===== src/rtl/rst_seq_ctrl.sv =====
// rst_seq_ctrl: reset sequencer for the SoC reset tree.
// Asserts the targeted domains, holds them for HOLD_CYC cycles, then
// releases them in ascending index with GAP_CYC cycles between releases.
// Handles watchdog resets (highest priority) and masked software resets
// with a req/ack handshake. All outputs are registered.
module rst_seq_ctrl #(
  parameter int NUM_DOM  = 4,
  parameter int HOLD_CYC = 16,
  parameter int GAP_CYC  = 8
) (
  input  logic               clk_i,
  input  logic               rst_ni,
  input  logic               wdt_rst_i,
  input  logic               sw_rst_req_i,
  input  logic [NUM_DOM-1:0] sw_rst_mask_i,
  output logic [NUM_DOM-1:0] dom_rstn_o,
  output logic               rst_busy_o,
  output logic               sw_rst_ack_o,
  output logic [1:0]         rst_cause_o
);

  localparam int MAX_CYC = (HOLD_CYC > GAP_CYC) ? HOLD_CYC : GAP_CYC;
  localparam int CNT_W   = $clog2(MAX_CYC + 1);

  localparam logic [1:0] CAUSE_POR = 2'b00;
  localparam logic [1:0] CAUSE_WDT = 2'b01;
  localparam logic [1:0] CAUSE_SW  = 2'b10;

  typedef enum logic [1:0] {
    S_HOLD,
    S_RELEASE,
    S_RUN
  } state_t;

  state_t             r_state;
  logic [CNT_W-1:0]   r_cnt;
  logic [NUM_DOM-1:0] r_pending;
  logic [NUM_DOM-1:0] r_dom;
  logic               r_busy;
  logic               r_ack;
  logic [1:0]         r_cause;
  logic               r_sw_seq;

  logic [NUM_DOM-1:0] w_low;
  logic [NUM_DOM-1:0] w_pend_nxt;
  logic               w_release;

  // Pick the lowest still-pending domain and decide whether this edge releases it.
  // The pending set replaces an explicit index: untargeted bits are never in it,
  // so skipping them costs no cycles.
  always_comb begin
    w_low      = r_pending & (~r_pending + NUM_DOM'(1));
    w_pend_nxt = r_pending & ~w_low;
    w_release  = 1'b0;
    case (r_state)
      S_HOLD:    w_release = (r_cnt == CNT_W'(HOLD_CYC - 1));
      S_RELEASE: w_release = (r_cnt == '0);
      default:   w_release = 1'b0;
    endcase
  end

  // Sequencer FSM with registered outputs; reset and watchdog override everything.
  always_ff @(posedge clk_i) begin
    if (!rst_ni) begin
      r_state   <= S_HOLD;
      r_cnt     <= '0;
      r_pending <= '1;
      r_dom     <= '0;
      r_busy    <= 1'b1;
      r_ack     <= 1'b0;
      r_cause   <= CAUSE_POR;
      r_sw_seq  <= 1'b0;
    end else begin
      r_ack <= 1'b0;
      if (wdt_rst_i) begin
        r_state   <= S_HOLD;
        r_cnt     <= '0;
        r_pending <= '1;
        r_dom     <= '0;
        r_busy    <= 1'b1;
        r_cause   <= CAUSE_WDT;
        r_sw_seq  <= 1'b0;
      end else begin
        case (r_state)
          S_HOLD, S_RELEASE: begin
            if (w_release) begin
              // The first release happens on the last HOLD edge itself, so
              // the first domain rises exactly HOLD_CYC edges after the start.
              r_dom     <= r_dom | w_low;
              r_pending <= w_pend_nxt;
              r_cnt     <= CNT_W'(GAP_CYC - 1);
              if (w_pend_nxt == '0) begin
                r_state  <= S_RUN;
                r_busy   <= 1'b0;
                r_ack    <= r_sw_seq;
                r_sw_seq <= 1'b0;
              end else begin
                r_state <= S_RELEASE;
              end
            end else if (r_state == S_HOLD) begin
              r_cnt <= r_cnt + CNT_W'(1);
            end else begin
              r_cnt <= r_cnt - CNT_W'(1);
            end
          end
          S_RUN: begin
            if (sw_rst_req_i && !r_ack) begin
              if (sw_rst_mask_i != '0) begin
                r_state   <= S_HOLD;
                r_cnt     <= '0;
                r_pending <= sw_rst_mask_i;
                r_dom     <= r_dom & ~sw_rst_mask_i;
                r_busy    <= 1'b1;
                r_cause   <= CAUSE_SW;
                r_sw_seq  <= 1'b1;
              end else begin
                r_ack <= 1'b1;
              end
            end
          end
          default: begin
            r_state <= S_HOLD;
            r_cnt   <= '0;
          end
        endcase
      end
    end
  end

  assign dom_rstn_o   = r_dom;
  assign rst_busy_o   = r_busy;
  assign sw_rst_ack_o = r_ack;
  assign rst_cause_o  = r_cause;

endmodule


===== config.mk =====
export PLATFORM = sky130hd
export DESIGN_NAME = rst_seq_ctrl
export DESIGN_NICKNAME = d
export VERILOG_FILES = /design/src/rtl/rst_seq_ctrl.sv
export SDC_FILE = /design/constraint.sdc
export NUM_CORES = 1
export LEC_CHECK = 0
export BUFFER_PORTS_ARGS = -buffer_cell sky130_fd_sc_hd__buf_2
export CAP_MARGIN = 20
export CELL_PAD_IN_SITES_DETAIL_PLACEMENT = 1
export CELL_PAD_IN_SITES_GLOBAL_PLACEMENT = 2
export CORE_MARGIN = 2
export CORE_UTILIZATION = 35
export DETAILED_ROUTE_END_ITERATION = 8
export PLACE_DENSITY = 0.92
export SLEW_MARGIN = 40
export SYNTH_ARGS = -nofsm -noshare
export SYNTH_HDL_FRONTEND = slang
export SYNTH_SLANG_ARGS = --single-unit

===== constraint.sdc =====
create_clock -name clk_i -period 3.9 [get_ports clk_i]
set_clock_uncertainty 0.15 [all_clocks]
set_input_delay 0.39 -clock clk_i [delete_from_list [all_inputs] [get_ports clk_i]]
set_output_delay 0.39 -clock clk_i [all_outputs]
set_load 0.02 [all_outputs]

==> results of run 1 <==
-- stage by stage --
step                      utilization, %  power, mW  setup WS [ps]  cell area, um^2
after CTS                          41.84     0.4056           1574             1164
after global routing               41.84     0.4162           1427             1164
after global placement             39.95     0.2315           1738             1111
final                              41.84     0.3996           1596             1164
after detailed placement           39.95     0.2319           1607             1111
after floorplan                        -     0.2234           1941             1028
-- worst paths after layout --
check,from,endpoint,depth (start not counted),slack (ps)
max,r_state[1],r_cnt[4],7,1600
min,rst_ni,rst_cause_o[0],2,170
max reg2reg,r_state[1],r_cnt[4],7,1600
min reg2reg,dom_rstn_o[2],dom_rstn_o[2],2,300
-- state kept, by name, indices dropped and copies added, names as in the netlist --
name / count
r_pending: 4
sw_rst_ack_o: 1
r_sw_seq: 1
dom_rstn_o: 4
r_state: 2
rst_busy_o: 1
r_cnt: 5
rst_cause_o: 2
-- layer usage --
metal / track usage, % / part of all wire, % / vias to the layer above
met5: 0 / 0 / -
met4: 1.993 / 0.35 / 0
met3: 4.018 / 2.8 / 2
met2: 25.81 / 49 / 9
met1: 19.06 / 48 / 409
li1: - / - / 429
-- power by group through the flow --
stage / registers [mW] / logic [mW] / clock network (mW)
2_1_floorplan: 0.213 / 0.0104 / 0
6_report: 0.208 / 0.0192 / 0.172
4_1_cts: 0.208 / 0.0194 / 0.178
3_3_place_gp: 0.213 / 0.0190 / 0
5_1_grt: 0.209 / 0.0214 / 0.186
3_5_place_dp: 0.213 / 0.0193 / 0
-- cell type report --
| class | count | area share, % |
|---|---|---|
| sequential | 20 | 34.41 |
| timing repair buffer | 15 | 6.452 |
| multi-input combinational | 84 | 49.35 |
| tap | 31 | 3.333 |
| clock buffer | 3 | 1.935 |
| clock inverter | 1 | 2.581 |
| inverter | 6 | 1.935 |
-- logic make-up after synthesis --
logic type	after synthesis	synth area share [%]
simple gates	49	28.47
flops	20	38.93
fa+ha+maj	5	6.691
buf+inv	10	5.230
compound gates	28	18.98
xor+xnor	2	1.703
-- layout by cell type (no fill, tap or decap), types with 2 or more instances in the layout --
| cell | synthesis | routed |
|---|---|---|
| sky130_fd_sc_hd__a22oi_1 | 3 | 3 |
| sky130_fd_sc_hd__nor4_2 | 3 | 3 |
| sky130_fd_sc_hd__o21ai_1 | 3 | 3 |
| sky130_fd_sc_hd__clkbuf_4 | 0 | 3 |
| sky130_fd_sc_hd__nor3_2 | 2 | 2 |
| sky130_fd_sc_hd__nand2_1 | 9 | 9 |
| sky130_fd_sc_hd__o21ai_0 | 2 | 2 |
| sky130_fd_sc_hd__nor2b_1 | 3 | 3 |
| sky130_fd_sc_hd__buf_2 | 1 | 15 |
| sky130_fd_sc_hd__a21oi_1 | 10 | 10 |
| sky130_fd_sc_hd__or3_1 | 2 | 2 |
| sky130_fd_sc_hd__nor2_1 | 14 | 14 |
| sky130_fd_sc_hd__xnor2_1 | 2 | 2 |
| sky130_fd_sc_hd__inv_1 | 5 | 5 |
| sky130_fd_sc_hd__a32oi_1 | 2 | 2 |
| sky130_fd_sc_hd__nand3_1 | 4 | 4 |
| sky130_fd_sc_hd__nand2b_1 | 5 | 5 |
| sky130_fd_sc_hd__ha_1 | 3 | 3 |
| sky130_fd_sc_hd__dfxtp_1 | 20 | 20 |
-- worst max-delay path: stages (launching register included) --
cell	delay, ps
sky130_fd_sc_hd__dfxtp_1	630
sky130_fd_sc_hd__nor2_4	90
sky130_fd_sc_hd__fa_1	420
sky130_fd_sc_hd__nand2b_1	200
sky130_fd_sc_hd__a21oi_2	140
sky130_fd_sc_hd__xnor2_1	90
sky130_fd_sc_hd__or3b_1	350
sky130_fd_sc_hd__a31oi_1	160
==> results.md, run 1 <==
- In the final routed layout, each cell accounts on average for 14.21 um.
- The number of buffers inserted for hold repair after clock tree synthesis is 0.
- The number of vias per cell after detailed routing is 5.306.
- The clock period minus final worst setup slack is 2304 ps.
- In this run, synthesis inferred 0 flip-flops with an integrated enable.
- Data on the critical path is required at its endpoint by 3990 ps.
- After filler insertion, the fill cell instance count of the layout stands at 343.
- The pin count of the biggest net entering global routing is 15.
- The worst setup path is of the reg -> reg kind.
- For this run, asynchronously set or reset flops after synthesis account for 0%.
- Once detail routing completed, the nets flagged for antenna violations numbered 0.
- The count of buffers added by post-CTS timing repair for setup is 0.
- The number of max-slew violations in the final report is 0.
- Counting tap cells, the placed design contains a total of 156 instances.
- The number of gates resized after CTS was 0.
- The wire-length estimate of the detail-placed layout is 1753 um.
- The hold violation total from the final report is 0.
- The root buffer cell is sky130_fd_sc_hd__clkbuf_4.
- The post-synthesis cell type count is 38.
- By area the synthesized netlist is led by sky130_fd_sc_hd__dfxtp_1, sky130_fd_sc_hd__nor2_1, sky130_fd_sc_hd__a21oi_1.
- The number of buffers added by the clock tree synthesis step is 3.
- Measured against its own limit, the worst slew margin works out to 59.42%.
- The upper clock frequency limit is 434.1 MHz.
- After floorplanning, the core was divided into 19 placement rows.
- For this run the aggregate overflow at the end of global routing stands at 0.
- The power share of the sequential group is 52.1%.
- The total number of nets in the final design is 142.
- The fraction of post-synthesis cell area in the top cell type by area is 38.93%.
- In this run the number of H-tree levels came out at 1.
- The data arrival time of the worst path is 2390 ps.
- In this run the vertical extent of the chip is 58.21 um.
- After synthesis, flip-flops and latches occupy 38.93% of the total area.
- Counting every sink on the clock net gives 20.
- The synthesized area per cell is 9.022 um^2.
- The TritonCTS clock tree is yes.
- The via count of the first global-routing pass is 816.
- The count of port buffers added during placement is 15.
- At the end of routability-driven placement, the weighted congestion stood at 0.8520.
- Setup repair after global routing left no endpoint under its margin.
- The largest total area in the synthesized netlist belongs to sky130_fd_sc_hd__dfxtp_1.
- The run finished with clean final reports.
- The switching power of the nets is 0.08204 mW.
- Dividing the final minimum period by the clock period gives 59.07%.
- The post-route netlist has 25.58% of its cells at a drive strength greater than 1.
- After routing, the total negative slack on setup checks comes to 0 ps.
- The static power due to leakage is 0.4756 nW.
- Among all cell types in the netlist, the one instantiated most often is sky130_fd_sc_hd__dfxtp_1.
- The clock passes through at most 2 buffers.
- The maximum vdd drop is 318.7 uV.
- The initial antenna violation count is 0.
- The number of max-cap violations is 0.
- The number of detailed-route iterations in the first pass is 3.
- The final hold slack is 167.5 ps.
- The starting density of the core is 36.98%.
- In this run the worst path has a maximum fanout of 11.
- The remaining design rule violation count is 0.
- Summing all multi-input logic gate instances after layout gives 574.3 um^2.
- Registers take 400.4 um^2.
- The synthesized net count is 126.
- Per report_power, the clock group accounts for 43.1% of the total.
- The cell internal power dissipation is 0.3176 mW.
- Per report_power, the combinational group accounts for 4.8% of the total.
- The overall die area is 3388 um^2.
- The path type of the worst min-delay path is in -> reg.
- In this run the power density over the cells is 343.4 nW/um^2.
- The Yosys step of the flow raised 0 warnings.
- The number of setup violations in the final report is 0.
- Of the total power, the share spent switching nets is 20.53%.
- The number of design-rule violations left by the first detailed-router iteration is 15.
- The cell area that synthesis handed to floorplanning was 1028 um^2.
- The worst setup path is captured at a flip-flop.
- Clock latency on the worst-skew pair, taken at its later pin, is 310 ps.
- STA classifies the critical path startpoint as a flip-flop.
- By count the netlist is led by sky130_fd_sc_hd__dfxtp_1, sky130_fd_sc_hd__nor2_1, sky130_fd_sc_hd__a21oi_1.
- The clock edge transition at the registers on the reported setup and hold paths is 120 ps.
- Wires add up to 2273 um.
- The global-route wire length before repair is 3857 um.
- The via total after detailed routing is 849.
- The number of antenna diodes in the final layout is 0.
- The area growth from synthesis to layout is 13.14%.
- The number of synthesized register bits is 20.
- Once layout is complete, the cells apart from fillers number 160.
- The core region is 2781 um^2.
- The number of I/O pins is 16.
- The horizontal die dimension is 58.21 um.
- The cell count after synthesis is 114.
- The worst-margin pin slew is 608.7 ps.
- Among all flip-flop cells after synthesis, the most frequent one is sky130_fd_sc_hd__dfxtp_1.
- The global-route usage over all layers is 14.92%.
Note: power is estimated with default switching activity, not from simulation.
==> run 2, diff against run 1 <==
--- a/config.mk
+++ b/config.mk
@@ -10,9 +10,9 @@
 export CELL_PAD_IN_SITES_DETAIL_PLACEMENT = 1
 export CELL_PAD_IN_SITES_GLOBAL_PLACEMENT = 2
 export CORE_MARGIN = 2
-export CORE_UTILIZATION = 35
+export CORE_UTILIZATION = 33
 export DETAILED_ROUTE_END_ITERATION = 8
-export PLACE_DENSITY = 0.92
+export PLACE_DENSITY = 0.88
 export SLEW_MARGIN = 40
 export SYNTH_ARGS = -nofsm -noshare
 export SYNTH_HDL_FRONTEND = slang
==> constraint.sdc (replaced) <==
create_clock -name clk_i -period 2.16 [get_ports clk_i]
set_clock_uncertainty 0.15 [all_clocks]
set_input_delay 0.216 -clock clk_i [delete_from_list [all_inputs] [get_ports clk_i]]
set_output_delay 0.216 -clock clk_i [all_outputs]
set_load 0.02 [all_outputs]
==> results.md, run 2 (synthesis results as in run 1) <==
- The flow ran to the end, and the final reports show no timing, DRC or antenna violations.
- The maximum cell stage delay along the critical path is 460 ps (-170 ps).
- The horizontal die dimension is 59.83 um (+2.8%).
- The clock latency of the later-clocked register in the worst-skew pair came to 310 ps (about the same).
- The most common library cell in the layout ignoring fill and taps is sky130_fd_sc_hd__dfxtp_1.
- The data required time of the worst path is 2250 ps (-1740 ps).
- The clock edge transition at the registers on the reported setup and hold paths is 120 ps (about the same).
- The data arrival time of the worst path is 2120 ps (-270 ps).
- The starting density of the core is 34.25% (-2.7 points).
- The worst-margin pin slew came to 628.5 ps (+19.80 ps).
- The filler cell count in the final layout came to 363 (+5.8%).
- The startpoint type of the worst setup path is a flip-flop.
- The hold violation total from the final report was 0 (unchanged).
- The number of max-slew violations in the final report came to 0 (unchanged).
- The worst setup path is captured at a flip-flop.
- The final standard cell count with taps included and fillers excluded is 164 (+2.5%).
- r_cnt holds more flip-flops than any other register.
- The power density normalized to cell area is 605.9 nW/um^2 (+76%).
- The overall die area is 3579 um^2 (+5.6%).
- The static power due to leakage is 0.4965 nW (+4.4%).
- The vertical die dimension is 59.83 um (+2.8%).
- The routed wire length per instance came to 15.15 um (+6.6%).
- The count of port buffers added during placement is 15 (unchanged).
- The via count of the first global-routing pass came to 960 (+18%).
- The total number of nets in the final design is 144 (+1.4%).
- The count of antenna-violating nets left after detailed routing is 0 (unchanged).
- The core utilization of the finished layout is 39.88% (-2.0 points).
- The total detailed-routing wirelength came to 2484 um (+9.3%).
- The TritonCTS clock tree is yes.
- The flip-flop and latch area was 406.6 um^2 (+1.6%).
- The portion of the clock cycle consumed by the worst path in the final layout is 94.07% (+35 points).
- The number of vias per cell after detailed routing is 5.482 (+3.3%).
- For this design, the slowest cell found on the critical path is sky130_fd_sc_hd__fa_1.
- By startpoint and endpoint, the worst setup path is classified as reg -> reg.
- The number of buffers added by the clock tree synthesis step is 3 (unchanged).
- The aggregate global routing overflow was 0 (unchanged).
- Setup repair after global routing left no endpoint under its margin.
- The flip-flop count of the largest register after layout is 5 (unchanged).
- The final weighted congestion in routability-driven placement is 0.7856 (-7.8%).
- Walking the worst path, the cells encountered are inv_1 -> fa_1 -> nand2b_4 -> a21oi_2 -> xnor2_1 -> or3b_1 -> a31oi_1.
- The number of detailed-route iterations in the first pass is 3 (unchanged).
- The initial antenna violation count is 0 (unchanged).
- In this run the worst hold path is classified as in -> reg.
- The fraction of layout cells with a size suffix above 1 came to 29.01% (+3.4 points).
- The number of I/O pins is 16 (unchanged).
- The area of combinational cells with multiple inputs came to 581.8 um^2 (+1.3%).
- The total number of H-tree levels is 1 (unchanged).
- The number of max-cap violations was 0 (unchanged).
- The final HPWL from detailed placement is 1849 um (+5.5%).
- The remaining design rule violation count is 0 (unchanged).
- The total number of clock tree sinks is 20 (unchanged).
- The number of design-rule violations left by the first detailed-router iteration is 14 (-1).
- The root buffer cell is sky130_fd_sc_hd__clkbuf_4.
- Relative to the synthesized area, the layout overhead comes to 16.42%.
- The count of placed standard cells including taps was 159 (+1.9%).
- The upper clock frequency limit is 492.1 MHz (+13%).
- The maximum clock path buffer count is 2 (unchanged).
- In the layout the commonest cells are sky130_fd_sc_hd__dfxtp_1, sky130_fd_sc_hd__buf_2, sky130_fd_sc_hd__nor2_1.
- The global-route wire length before repair is 4229 um (+9.6%).
- The maximum vdd drop is 380.0 uV (+19%).
- The core region area is 3003 um^2 (+8.0%).
- The via total after detailed routing came to 899 (+5.9%).
- The number of setup violations in the final report is 0 (unchanged).
- The pin count of the biggest net entering global routing is 15 (unchanged).
- The total negative slack for setup checks is 0 ps (unchanged).
- The global-route usage over all layers is 15.66% (+0.74 points).
- The number of antenna cells inserted is 0 (unchanged).
- The headroom to the max-slew limit is 58.10% (-1.3 points).
- The number of placement rows came to 20 (+1).
- The clock period minus final worst setup slack came to 2032 ps (-271.8 ps).
- The worst-path maximum fanout was 6 (-5).
==> run 2: where the power goes <==
part	internal, mW	switching [mW]	total, mW
sequential	0.372	0.00356	0.375
combinational	0.0154	0.0218	0.0372
clock	0.188	0.126	0.313
==> run 2: what timing repair did <==
action	in CTS	in global routing
hold buffers	1	0
setup buffers	0	0
endpoints found under the hold margin	1	0
setup endpoints to repair	0	1
gates resized for setup	0	5
==> run 2: layer usage <==
| metal | global-route usage [%] | share of wire (%) |
|---|---|---|
| met3 | 4.762 | 3.6 |
| met1 | 17.81 | 41 |
| met4 | 1.905 | 0.32 |
| met2 | 29.19 | 55 |
| met5 | 0 | 0 |
==> run 2: area by class of cell <==
type,count,area share [%]
sequential,20,33.96
inverter,6,1.881
tap,33,3.448
multi-input combinational,84,48.59
clock inverter,1,2.508
timing repair buffer,17,7.732
clock buffer,3,1.881
==> run 2: critical path: cells and delay by family (launching register included) <==
family / cells / cell delay [ps]
AND/OR/NAND/NOR: 2 / 510
adder cells (fa/ha/maj): 1 / 460
flip-flops: 1 / 390
AO/OA/AOI/OAI: 2 / 290
XOR/XNOR: 1 / 80
buffers and inverters: 1 / 60
==> run 2: worst paths after layout <==
path,slack (ps),start,cells past startpoint,to
worst min-delay path,30,wdt_rst_i,3,rst_cause_o[0]
worst min register to register,310,rst_cause_o[1],2,rst_cause_o[1]
worst max register to register,130,r_cnt[0],7,r_cnt[4]
worst max-delay path,130,r_cnt[0],7,r_cnt[4]
==> run 2: metrics by stage <==
| step | power [mW] | hold slack, ps | area [um^2] | setup WS (ps) |
|---|---|---|---|---|
| global placement | 0.4175 | 275.4 | 1121 | 149.4 |
| detailed placement | 0.4194 | 289.5 | 1121 | 36.51 |
| CTS | 0.7330 | 22.03 | 1184 | 0.4889 |
| finish | 0.7255 | 26.38 | 1197 | 128.1 |
| global route | 0.7568 | 13.74 | 1197 | 13.56 |
| floorplan | 0.4034 | 194.2 | 1028 | 200.9 |
==> run 3, diff against run 2 <==
--- a/config.mk
+++ b/config.mk
@@ -11,8 +11,11 @@
 export CELL_PAD_IN_SITES_GLOBAL_PLACEMENT = 2
 export CORE_MARGIN = 2
 export CORE_UTILIZATION = 33
+export CTS_BUF_LIST = sky130_fd_sc_hd__clkbuf_16
 export DETAILED_ROUTE_END_ITERATION = 8
+export MAX_ROUTING_LAYER = met4
 export PLACE_DENSITY = 0.88
+export SKIP_LAST_GASP = 1
 export SLEW_MARGIN = 40
 export SYNTH_ARGS = -nofsm -noshare
 export SYNTH_HDL_FRONTEND = slang
==> results.md, run 3 (synthesis results as in run 1) <==
- The flow ran to the end, and the final reports show no timing, DRC or antenna violations.
- The hold path depth was 2 (-1).
- The register name with the most flops is r_cnt.
- The number of vias per cell after detailed routing is 5.417 (-1.2%).
- The placed instance area is 1121 um^2 (unchanged).
- The remaining design rule violation count was 0 (unchanged).
- The path class of the tightest hold or removal check is in -> reg.
- The final hold slack is 55.38 ps (+29.00 ps).
- The initial antenna violation count is 0 (unchanged).
- The number of placement rows is 20 (unchanged).
- The number of buffers inserted for hold repair after clock tree synthesis is 0 (-1).
- The horizontal die dimension is 59.83 um (unchanged).
- The routed wire length per instance was 15.31 um (+1.1%).
- The number of design-rule violations left by the first detailed-router iteration was 21 (+7).
- Setup repair after global routing left no endpoint under its margin.
- The count of buffers added by post-CTS timing repair for setup is 0 (unchanged).
- The final HPWL from detailed placement came to 1849 um (unchanged).
- The core region area is 3003 um^2 (unchanged).
- The aggregate global routing overflow came to 0 (unchanged).
- The clock period minus final worst setup slack is 2019 ps (-13.23 ps).
- The vertical die dimension was 59.83 um (unchanged).
- The flip-flop count of the largest register after layout was 5 (unchanged).
- The flip-flop and latch area came to 406.6 um^2 (unchanged).
- The count of placed standard cells including taps is 159 (unchanged).
- The final cell area excluding filler cells is 1240 um^2 (+3.6%).
- The total number of nets in the final design is 143 (-0.69%).
- The fraction of layout cells with a size suffix above 1 is 29.23% (+0.22 points).
- The number of max-cap violations came to 0 (unchanged).
- The TritonCTS clock tree is yes.
- The power density normalized to cell area is 742.3 nW/um^2 (+23%).
- Leaving out fill and tap cells, the most frequent cells in the layout are sky130_fd_sc_hd__dfxtp_1, sky130_fd_sc_hd__buf_2, sky130_fd_sc_hd__nor2_1.
- The count of antenna-violating nets left after detailed routing is 0 (unchanged).
- The via count of the first global-routing pass is 931 (-3.0%).
- The clock latency of the later-clocked register in the worst-skew pair came to 250 ps (-60 ps).
- Traced cell by cell, the critical path runs through inv_1 -> fa_1 -> nand2b_4 -> a21oi_2 -> xnor2_1 -> or3b_1 -> a31oi_1.
- The number of detailed-route iterations in the first pass is 2 (-1).
- The uppermost layer routed is met4.
- The root buffer cell is sky130_fd_sc_hd__clkbuf_16.
- The path with the worst hold slack has its endpoint at rst_cause_o[0].
- The headroom to the max-slew limit is 56.95% (-1.2 points).
- The total detailed-routing wirelength was 2496 um (+0.48%).
- The area of combinational cells with multiple inputs is 581.8 um^2 (unchanged).
- The number of setup violations in the final report is 0 (unchanged).
- The total length of routed met2 wires came to 1356 um (-0.73%).
- The portion of the clock cycle consumed by the worst path in the final layout is 93.46% (-0.61 points).
- The maximum vdd drop is 386.9 uV (+1.8%).
- The count of port buffers added during placement is 15 (unchanged).
- The worst-path maximum fanout is 6 (unchanged).
- The filler cell count in the final layout is 356 (-1.9%).
- The core utilization of the finished layout is 41.29% (+1.4 points).
- The maximum cell stage delay along the critical path was 460 ps (about the same).
- The number of antenna cells inserted is 0 (unchanged).
- The total number of clock tree sinks came to 20 (unchanged).
- The overall die area is 3579 um^2 (unchanged).
- The worst hold path begins at rst_ni.
- The startpoint type of the worst setup path is a flip-flop.
- The setup slack at placement is 36.51 ps (unchanged).
- The final critical-path setup slack came to 141.3 ps (+13.23 ps).
- The depth of the most critical reg-to-reg path is 7 (unchanged).
- The clock edge transition at the registers on the reported setup and hold paths is 60 ps (-60 ps).
- The upper clock frequency limit came to 495.4 MHz (+0.66%).
- The global-route usage over all layers is 16.19% (+0.54 points).
- In this run the critical register-to-register path is launched from r_cnt[0].
- The worst flop-to-flop path endpoint is r_cnt[4].
- The data required time of the worst path is 2180 ps (-70 ps).
- The number of I/O pins is 16 (unchanged).
- Compared with the post-synthesis result, the final layout area differs by 20.56%.
- The maximum clock path buffer count is 2 (unchanged).
- The final weighted congestion in routability-driven placement came to 0.7966 (+1.4%).
- The total number of H-tree levels was 1 (unchanged).
- The total negative slack for setup checks is 0 ps (unchanged).
- The data arrival time of the worst path is 2040 ps (-80 ps).
- The final standard cell count with taps included and fillers excluded is 163 (-0.61%).
- Leaving out fill and tap cells, the most frequent cell in the layout is sky130_fd_sc_hd__dfxtp_1.
- The setup slack of the most critical reg-to-reg path was 140 ps (about the same).
- The starting density of the core is 34.25% (unchanged).
- The number of max-slew violations in the final report is 0 (unchanged).
- The met3 wire length was 79 um (-12%).
- The slowest stage of the critical path is the sky130_fd_sc_hd__fa_1 cell.
- The static power due to leakage is 0.5155 nW (+3.8%).
- The global-route wire length before repair came to 4209 um (-0.47%).
- The hold violation total from the final report is 0 (unchanged).
- The number of buffers added by the clock tree synthesis step is 3 (unchanged).
- The worst-margin pin slew came to 645.8 ps (+17.27 ps).
- The via total after detailed routing is 883 (-1.8%).
- The number of gates resized after CTS is 1 (+1).
- The pin count of the biggest net entering global routing was 15 (unchanged).
- The power consumption is 0.9204 mW (+27%).
- The length of routed wiring on met1 was 1052 um (+3.2%).
- The critical path in this run is classified as reg -> reg.
- STA classifies the critical path endpoint as a flip-flop.
[run 3: changes by cell type in the layout (fill, tap and decap cells not counted)]
| cell | previous run | this run |
|---|---|---|
| sky130_fd_sc_hd__dlygate4sd3_1 | 1 | 0 |
| sky130_fd_sc_hd__clkbuf_4 | 3 | 0 |
| sky130_fd_sc_hd__clkbuf_16 | 0 | 3 |
[run 3: layout make-up]
cell class,instances,share of cell area [%]
well taps,33,3.330
inverters,6,1.816
flip-flops and latches,20,32.80
clock inverters,1,2.422
clock buffers,3,6.054
multi-input cells,84,46.92
repair buffers,16,6.660
[run 3: worst max path at each step]
| stage | start | endpoint | slack (ps) | depth (start not counted) |
|---|---|---|---|---|
| CTS | r_state[0] | r_cnt[4] | 7 | 7 |
| finish | r_cnt[0] | r_cnt[4] | 140 | 7 |
| detailed placement | r_cnt[0] | r_cnt[4] | 40 | 7 |
| floorplan | r_state[1] | r_cnt[4] | 200 | 8 |
| global route | r_cnt[0] | r_cnt[4] | 30 | 7 |
| global placement | r_cnt[0] | r_cnt[4] | 150 | 7 |
[run 3: routing by layer]
layer	vias up	global-route usage [%]
li1	432	-
met1	437	18.18
met2	12	28.73
met3	2	4.545
met4	0	2.857
met5	-	-
[run 3: critical path, delay by kind of cell, from the launching register on]
family / cells / cell delay (ps)
flops: 1 / 370
buf+inv: 1 / 60
xor+xnor: 1 / 80
fa+ha+maj: 1 / 460
compound gates: 2 / 290
simple gates: 2 / 520
[run 3: power breakdown]
| group | switching (mW) | total (mW) | leakage (nW) | internal [mW] |
|---|---|---|---|---|
| logic | 0.0216 | 0.0358 | 0.301 | 0.0142 |
| clock network | 0.142 | 0.509 | 0.0511 | 0.368 |
| registers | 0.00366 | 0.375 | 0.163 | 0.372 |
| total | 0.167 | 0.920 | 0.515 | 0.754 |
